## src/rtl/gray_counter_if.sv

```systemverilog
// Control and count signals between a controller and the Gray counter.
// Clock and reset stay outside this bundle as plain ports.
interface gray_counter_if #(
    parameter int WIDTH = 4
) ();
    logic             en;
    logic             up;
    logic             load;
    logic             load_gray;
    logic [WIDTH-1:0] din;
    logic [WIDTH-1:0] bin;
    logic [WIDTH-1:0] gray;
    logic             wrap;

    modport master (
        output en, up, load, load_gray, din,
        input  bin, gray, wrap
    );

    modport slave (
        input  en, up, load, load_gray, din,
        output bin, gray, wrap
    );
endinterface

```

## src/rtl/gray_counter.sv

```systemverilog
// Up/down counter that keeps binary and Gray-coded copies of its count,
// with parallel load in either format and a registered wrap-around pulse.
module gray_counter #(
    parameter int               WIDTH     = 4,
    parameter logic [WIDTH-1:0] RESET_VAL = '0
) (
    input  logic          clk,
    input  logic          rst,
    gray_counter_if.slave bus
);
    localparam logic [WIDTH-1:0] ONE = {{(WIDTH-1){1'b0}}, 1'b1};

    function automatic logic [WIDTH-1:0] bin2gray(input logic [WIDTH-1:0] b);
        return b ^ (b >> 1);
    endfunction

    function automatic logic [WIDTH-1:0] gray2bin(input logic [WIDTH-1:0] g);
        logic [WIDTH-1:0] b;
        b[WIDTH-1] = g[WIDTH-1];
        for (int i = WIDTH - 2; i >= 0; i--) begin
            b[i] = b[i+1] ^ g[i];
        end
        return b;
    endfunction

    logic [WIDTH-1:0] r_bin;
    logic [WIDTH-1:0] r_gray;
    logic             r_wrap;

    logic [WIDTH-1:0] w_next_bin;
    logic [WIDTH-1:0] w_load_bin;
    logic [WIDTH-1:0] w_load_gray;
    logic             w_wrap;

    always_comb begin
        w_next_bin  = bus.up ? (r_bin + ONE) : (r_bin - ONE);
        // Wrap is decided on the pre-count value: all-ones going up, zero going down.
        w_wrap      = bus.up ? (&r_bin) : ~(|r_bin);
        w_load_bin  = bus.load_gray ? gray2bin(bus.din) : bus.din;
        w_load_gray = bus.load_gray ? bus.din : bin2gray(bus.din);
    end

    always_ff @(posedge clk) begin
        if (rst) begin
            r_bin  <= RESET_VAL;
            r_gray <= bin2gray(RESET_VAL);
            r_wrap <= 1'b0;
        end else if (bus.load) begin
            r_bin  <= w_load_bin;
            r_gray <= w_load_gray;
            r_wrap <= 1'b0;
        end else if (bus.en) begin
            r_bin  <= w_next_bin;
            r_gray <= bin2gray(w_next_bin);
            r_wrap <= w_wrap;
        end else begin
            r_wrap <= 1'b0;
        end
    end

    assign bus.bin  = r_bin;
    assign bus.gray = r_gray;
    assign bus.wrap = r_wrap;
endmodule

```

## src/flat_wrapper.sv

```systemverilog
// flat-port wrapper written by rule: the top's interface ports become plain ports
module gray_counter_flat 
#(
    parameter int               WIDTH     = 4,
    parameter logic [WIDTH-1:0] RESET_VAL = '0
)
  (clk, rst, bus_en, bus_up, bus_load, bus_load_gray, bus_din, bus_bin, bus_gray, bus_wrap);
  gray_counter_if #(.WIDTH(WIDTH)) bus_i ();
  input  logic clk;
  input  logic rst;
  input wire logic [$bits(bus_i.en)-1:0] bus_en;
  input wire logic [$bits(bus_i.up)-1:0] bus_up;
  input wire logic [$bits(bus_i.load)-1:0] bus_load;
  input wire logic [$bits(bus_i.load_gray)-1:0] bus_load_gray;
  input wire logic [$bits(bus_i.din)-1:0] bus_din;
  output wire logic [$bits(bus_i.bin)-1:0] bus_bin;
  output wire logic [$bits(bus_i.gray)-1:0] bus_gray;
  output wire logic [$bits(bus_i.wrap)-1:0] bus_wrap;
  assign bus_i.en = bus_en;
  assign bus_i.up = bus_up;
  assign bus_i.load = bus_load;
  assign bus_i.load_gray = bus_load_gray;
  assign bus_i.din = bus_din;
  assign bus_bin = bus_i.bin;
  assign bus_gray = bus_i.gray;
  assign bus_wrap = bus_i.wrap;
  gray_counter #(.WIDTH(WIDTH), .RESET_VAL(RESET_VAL)) u_core (.clk(clk), .rst(rst), .bus(bus_i));
endmodule
```

## config.mk

```make
export PLATFORM = sky130hd
export DESIGN_NAME = gray_counter_flat
export DESIGN_NICKNAME = d
export VERILOG_FILES = /design/src/rtl/gray_counter_if.sv /design/src/rtl/gray_counter.sv /design/src/flat_wrapper.sv
export SDC_FILE = /design/constraint.sdc
export NUM_CORES = 1
export LEC_CHECK = 0
export CELL_PAD_IN_SITES_DETAIL_PLACEMENT = 1
export CELL_PAD_IN_SITES_GLOBAL_PLACEMENT = 2
export CORE_MARGIN = 5
export CORE_UTILIZATION = 28
export DETAILED_ROUTE_END_ITERATION = 10
export PLACE_DENSITY = 0.85
export SLEW_MARGIN = 20
export SYNTH_ARGS = -nofsm -noshare
export SYNTH_HDL_FRONTEND = slang
export SYNTH_SLANG_ARGS = --single-unit
```

## constraint.sdc

```tcl
create_clock -name clk -period 3.5 [get_ports clk]
set_input_delay 0.7 -clock clk [delete_from_list [all_inputs] [get_ports clk]]
set_output_delay 0.7 -clock clk [all_outputs]
set_load 0.01 [all_outputs]
```

### Yosys cells after proc, flatten, opt, wreduce, memory -nomap -nowiden

Cells that the tools add are included.

| storage, ports and cells | value |
|---|---|
| register bits after elaboration | 9 |
| input port bits | 10 |
| output and inout bits | 9 |

| operators by class | value |
|---|---|
| add/sub/neg operators | 2 |
| multiplexer cells | 8 |
| bitwise gates (word level) | 7 |
| reductions and logical operators | 4 |

Operator list:

| operator | number |
|---|---|
| 2-to-1 mux 4 bit | 6 |
| XOR 4 x 3 -> 4 bit | 2 |
| adder 4 x 1 -> 4 bit, second input constant | 1 |
| AND reduction 4 bit | 1 |
| OR reduction 4 bit | 1 |
| subtractor 4 x 1 -> 4 bit, second input constant | 1 |
| 2-to-1 mux 3 bit | 1 |
| OR reduction 3 bit | 1 |
| XOR 1 bit | 3 |
| NOT 1 bit | 2 |
| nonzero test 2 bit | 1 |
| 2-to-1 mux 1 bit | 1 |

### Longest topological paths before layout

Gate-level depths: netlist of the first run.

| depth | value |
|---|---|
| word-level depth | 5 |
| depth in mapped cells | 6 |
| gate-level depth less buffers | 6 |

### Worst setup path before layout of the first run

OpenSTA, ideal clock, no wires.

| path | value |
|---|---|
| path kind | input to register |
| from | input port bus_up |
| to | register u_core.r_gray[2], in the netlist u_core.bus.gray[2] |
| setup time | 0.075 ns |
| arrival time | 1.948 ns |
| data required time | 3.425 ns |
| slack | 1.477 ns |
| stages on the path | 5 |
| cells stage by stage | inv_1 -> fa_1 -> xnor2_1 -> xnor3_1 -> o22ai_1 |

| between the ends | value |
|---|---|
| word-level cells in the longest chain between the ends | 4 |

RTL lines:

| item | line | text |
|---|---|---|
| start, declared | flat_wrapper.sv:12 | `input wire logic [$bits(bus_i.up)-1:0] bus_up;` |
| 2-to-1 mux 4 bit | gray_counter.sv:36 | `w_next_bin = bus.up ? (r_bin + ONE) : (r_bin - ONE);` |
| XOR 4 x 3 -> 4 bit | gray_counter.sv:14 | `return b ^ (b >> 1);` |
| 2-to-1 mux 4 bit | gray_counter.sv:52 | `end else if (bus.en) begin` |
| 2-to-1 mux 4 bit | gray_counter.sv:48 | `end else if (bus.load) begin` |
| end signal, assigned | gray_counter.sv:46 | `r_gray <= bin2gray(RESET_VAL);` |
| end signal, assigned | gray_counter.sv:50 | `r_gray <= w_load_gray;` |
| end signal, assigned | gray_counter.sv:54 | `r_gray <= bin2gray(w_next_bin);` |
| end, declared | gray_counter.sv:27 | `logic [WIDTH-1:0] r_gray;` |

Every way passes these cells. The select of a mux whose other input is x is not followed.
A chain may end at the register's enable or synchronous reset.

### Worst setup path after layout of the first run

Ends and elaborated chain as after synthesis.

==> results_dict.tcl, run 1 <==
set metrics [dict create \
    outcome "completed" \
    critPathLaunchType "input port" \
    cts.clk_slew.worst_paths_ns 0.06 \
    ant_nets 0 \
    synth_cell_types 30 \
    numCtsBuffers 3 \
    synth_top_area_share_pct 24.5 \
    total_power_mw 0.324 \
    crit_type "input port to register" \
    wl_per_cell_um 13.7 \
    cts_sinks 8 \
    drv_slew 0 \
    insertion_delay_ns 0.27 \
    coreArea_um2 2210 \
    synth-edff-count 0 \
    cts_max_level 1 \
    grt_setup_unrepaired "no" \
    grt_pass1_vias 602 \
    fin_util_pct 38.7 \
    vias_per_cell 4.91 \
    p_per_area_nw_per_um2 378 \
    antenna_found_initial 0 \
    chipHeight_um 58.3 \
    drt_first_pass_iters 4 \
    cts_setup_buffers 0 \
    synthCells 75 \
    seq_area_um2 160 \
    cp_num_cells 6 \
    die_w_um 58.3 \
    end_kind "register" \
    rows 17 \
    place_congestion 0.764 \
    vias 584 \
    antenna_cells 0 \
    period_needed_ns 2.44 \
    path_buf_inv 2 \
    slowest_delay_ns 0.52 \
    yosysTopAreaCell "dfxtp_1" \
    cap_violations 0 \
    drt_iter0_drc 2 \
    period_share_pct 69.6 \
    drc_errors 0 \
    finalHoldViolCount 0 \
    synth.avg_cell_area_um2 8.71 \
    critical_path.top_delay_family "XOR/XNOR gates" \
    grtUsageTotal_pct 10.8 \
    crit_chain "clkdlybuf4s50_1 -> inv_1 -> fa_1 -> xnor2_1 -> xnor3_1 -> o22ai_1" \
    final_area_um2 857 \
    worstMarginPinSlew_ns 0.546 \
    r2r_cells 4 \
    max_freq_ghz 0.411 \
    grt_pass1_wl_um 2760 \
    post-place-ws_ns 0.764 \
    synth_warnings 0 \
    synth_area_leaders "dfxtp_1, xnor2_1, a211oi_1" \
    finClkSkew_ns 0.0101 \
    fin_cells 119 \
    numPortBuffers 18 \
    crit_fanout 4 \
    root_buffer "clkbuf_4" \
    drt-total-wl_um 1630 \
    setup_violations 0 \
    fin_nets 106 \
    hold_slack_ns 0.537 \
    worstPathRequired_ns 3.70 \
    hold_class "register to register" \
    syn2layout_area_growth_pct 31.2 \
    dpl_cell_area_um2 835 \
    nFillCells 272 \
    cts_max_path_buffers 2 \
    slew_headroom_pct 63.5 \
    yosysSeqAreaShare_pct 24.5 \
    cts_tree "yes" \
    dp_hpwl_um 1280 \
    ios 19 \
    synthFlopType "dfxtp_1" \
    vdd_drop_max_v 0.000134 \
    synth_seq_cells 8 \
    min_path_cells 2 \
    grt_max_degree 17 \
    async_flop_share_pct 0 \
    initial_core_util_pct 29.5 \
    slowest_stage "clkdlybuf4s50_1" \
    ctsHoldBuffers 0 \
    cts_resized 0 \
    worstPathArrival_ns 2.63 \
    multiInputGateArea_um2 452 \
    p_leak_nw 0.335 \
    synth_area_um2 653 \
    overflow 0 \
    dp_cells 116 \
    die-area_um2 3400 \
    fin_tns_setup_ns 0 \
    postLayoutSetupSlackWorst_ns 1.06 \
    drive_gt1_share_pct 5.49 \
    syn_nets 88 \
]
## layout by cell type, fill, tap and decap left out
master and n:
nor2_1 6, o22ai_1 1, clkbuf_4 3, fa_1 1
a211oi_1 6, nor4_1 1, nand2b_1 1, xnor2_1 7
a221oi_1 1, clkdlybuf4s50_1 18, xor3_1 1, or2b_1 1
o31a_1 1, a21oi_2 1, xor2_1 5, o21ai_0 1
nand2_1 6, xnor3_1 1, a21boi_0 1, and3_1 1
nand3_1 2, a21oi_1 6, nor2b_1 3, inv_1 2
ha_1 2, nor3b_1 2, a211oi_2 1, a21o_1 1
dfxtp_1 8
## final cells by class
cell class / instances / area share, %
Clock buffer: 3 / 2.63
Inverter: 2 / 0.876
Sequential cell: 8 / 18.7
Multi-Input combinational cell: 60 / 52.7
Timing Repair Buffer: 18 / 21.0
Tap cell: 28 / 4.09
## sequential cells by signal, indices dropped and copies added, names as in the netlist
register	count
u_core.bus.bin	3
u_core.bus.gray	4
u_core.bus.wrap	1
## power breakdown
part | switching, mW | internal (mW) | total (mW)
registers | 0.0124 | 0.101 | 0.113
clock network | 0.0382 | 0.0397 | 0.0779
logic | 0.0573 | 0.0753 | 0.133
total | 0.108 | 0.216 | 0.324
## final timing paths
check,from,end,slack [ns]
max,bus_up,u_core.bus.gray[2],1.06
min,u_core.bus.bin[2],u_core.bus.wrap,0.54
max reg2reg,u_core.bus.bin[0],u_core.bus.gray[2],1.64
min reg2reg,u_core.bus.bin[2],u_core.bus.wrap,0.54
## synthesized netlist by cell type (all sizes together) (2+ instances only)
master and number:
inv 2, dfxtp 8, a21oi 7, nor2b 3, ha 2, xnor2 7
nand2 6, nor3b 2, a211oi 7, nand3 2, buf 5, xor2 5
nor2 6
## kinds of logic after synthesis
family	share of synthesized area, %
and+or+nand+nor	17.6
AOI/OAI and AO/OA	21.5
xor gates and xnor gates	23.2
DFF	24.5
buffers and inverters	6.32
adders and majority gates	6.90
## worst register-to-register path, stage by stage, from the launching register on
cell and delay, ns:
dfxtp_1 0.42, fa_1 0.48, xnor2_1 0.30, xnor3_1 0.45, o22ai_1 0.14
## routing by layer
layer	part of all wire, %	vias to the layer above	global-route usage (%)
met2	47	13	15.9
met1	49	274	14.0
li1	-	294	-
met3	2.9	3	1.97
met5	0	-	0
met4	1.9	0	7.95
(Power assumes the default switching activity.)
==> inputs of run 2 (changes only) <==
--- a/config.mk
+++ b/config.mk
@@ -8,9 +8,9 @@
 export CELL_PAD_IN_SITES_DETAIL_PLACEMENT = 1
 export CELL_PAD_IN_SITES_GLOBAL_PLACEMENT = 2
 export CORE_MARGIN = 5
-export CORE_UTILIZATION = 28
+export CORE_UTILIZATION = 24
 export DETAILED_ROUTE_END_ITERATION = 10
-export PLACE_DENSITY = 0.85
+export PLACE_DENSITY = 0.78
 export SLEW_MARGIN = 20
 export SYNTH_ARGS = -nofsm -noshare
 export SYNTH_HDL_FRONTEND = slang
==> constraint.sdc (replaced) <==
create_clock -name clk -period 2.2 [get_ports clk]
set_input_delay 0.44 -clock clk [delete_from_list [all_inputs] [get_ports clk]]
set_output_delay 0.44 -clock clk [all_outputs]
set_load 0.01 [all_outputs]
==> results_dict.tcl, run 2 (synthesis gave the netlist of run 1 again) <==
set metrics [dict create \
    rows 19 \
    cts_max_path_buffers 2 \
    setup_violations 0 \
    total_power_mw 0.531 \
    critPathLaunchType "input port" \
    overflow 0 \
    antenna_cells 0 \
    drt_first_pass_iters 1 \
    vias 600 \
    initial_core_util_pct 24.3 \
    finalHoldViolCount 0 \
    cts_max_level 1 \
    p_per_area_nw_per_um2 578 \
    dp_hpwl_um 1370 \
    reg2reg_to "u_core.bus.gray[1]" \
    place_congestion 0.789 \
    nFillCells 329 \
    cts.clk_slew.worst_paths_ns 0.06 \
    ant_nets 0 \
    holdPathEnd "u_core.bus.wrap" \
    rrSetupSlack_ns 0.43 \
    end_kind "register" \
    root_buffer "clkbuf_4" \
    grt_pass1_vias 638 \
    cap_violations 0 \
    hold_slack_ns 0.554 \
    drt-total-wl_um 1700 \
    numCtsBuffers 3 \
    antenna_found_initial 0 \
    drt_iter0_drc 0 \
    crit_fanout 4 \
    grt_pass1_wl_um 2950 \
    fin_tns_setup_ns 0 \
    slew_headroom_pct 70.5 \
    min_path_cells 2 \
    wl_per_cell_um 13.3 \
    post-place-ws_ns -0.0975 \
    finClkSkew_ns 0.00525 \
    drc_errors 0 \
    r2r-start "u_core.bus.bin[0]" \
    die_w_um 62.2 \
    r2r_cells 6 \
    grt_setup_unrepaired "no" \
    cts_tree "yes" \
    crit_type "input port to register" \
    p_leak_nw 0.371 \
    final_cell_mix "clkdlybuf4s50_1, dfxtp_1" \
    outcome "completed" \
    cts_sinks 8 \
    hold_start "u_core.bus.bin[2]" \
    worstMarginPinSlew_ns 0.440 \
    period_needed_ns 2.02 \
    worstPathArrival_ns 2.19 \
    max_freq_ghz 0.496 \
    hold_class "register to register" \
    postLayoutSetupSlackWorst_ns 0.182 \
    coreArea_um2 2690 \
    ios 19 \
    chipHeight_um 62.2 \
    largest_reg_flops 4 \
    vias_per_cell 4.69 \
    mostFrequentLayoutCell "clkdlybuf4s50_1" \
    fin_nets 112 \
    die-area_um2 3860 \
    syn2layout_area_growth_pct 40.8 \
    drive_gt1_share_pct 13.4 \
    worstPathRequired_ns 2.37 \
    numPortBuffers 18 \
    grt_max_degree 13 \
    insertion_delay_ns 0.26 \
    period_share_pct 91.7 \
    drv_slew 0 \
    vdd_drop_max_v 0.000366 \
    grtUsageTotal_pct 9.10 \
]
==> run 2: cell types whose count changed in the layout (fill, tap and decap cells not counted), sizes merged <==
cell and change:
buf +6
==> run 2: what timing repair did <==
action,in CTS,in global routing
endpoints found under the setup margin,0,1
gates resized for setup,0,2
setup buffers,0,0
hold buffers,0,0
==> run 2: report_power, final <==
part | internal (mW) | switching, mW | leakage [nW]
sequential | 0.160 | 0.0187 | 0.0663
combinational | 0.137 | 0.0979 | 0.291
clock | 0.0628 | 0.0547 | 0.0138
==> run 2: worst max path at each step <==
stage	startpoint	endpoint	slack, ns	cells after the start
after floorplan	bus_up	u_core.bus.gray[2]	0.44	5
after global placement	bus_up	u_core.bus.gray[1]	-0.06	8
after detailed placement	bus_up	u_core.bus.gray[1]	-0.1	8
after CTS	bus_up	u_core.bus.gray[1]	0.15	8
after global routing	bus_up	u_core.bus.gray[1]	0.03	8
final	bus_up	u_core.bus.gray[1]	0.18	8
==> run 2: cell type report <==
class / count / area [um2] / share of cell area, %
Clock buffer: 3 / 22.5 / 2.45
Inverter: 2 / 7.51 / 0.816
Multi-Input combinational cell: 60 / 465 / 50.6
Sequential cell: 8 / 160 / 17.4
Tap cell: 31 / 38.8 / 4.22
Timing Repair Buffer: 24 / 225 / 24.5
==> run 2: routing by layer <==
metal  routed length [um]  part of all wire, %  global-route usage (%)  up-vias
met1                  752                   44                    10.7      279
li1                     -                    -                       -      308
met2                  849                   50                    15.9       13
met4                    0                    0                       0        0
met3                   97                  5.7                    4.14        0
met5                    0                    0                       0        -
==> run 2: critical path, stage by stage <==
cell and delay (ns):
clkdlybuf4s50_1 0.48, inv_1 0.10, fa_1 0.43, xnor2_2 0.16, buf_4 0.14, xnor2_1 0.13
nand2_1 0.08, a221oi_2 0.24
==> run 2: per-stage QoR <==
step	util [%]	cell area, um2	instances
finish	34.2	920	128
global route	34.2	920	128
CTS	33.7	906	128
detailed placement	32.9	883	125
global placement	32.9	883	125
floorplan	-	653	75
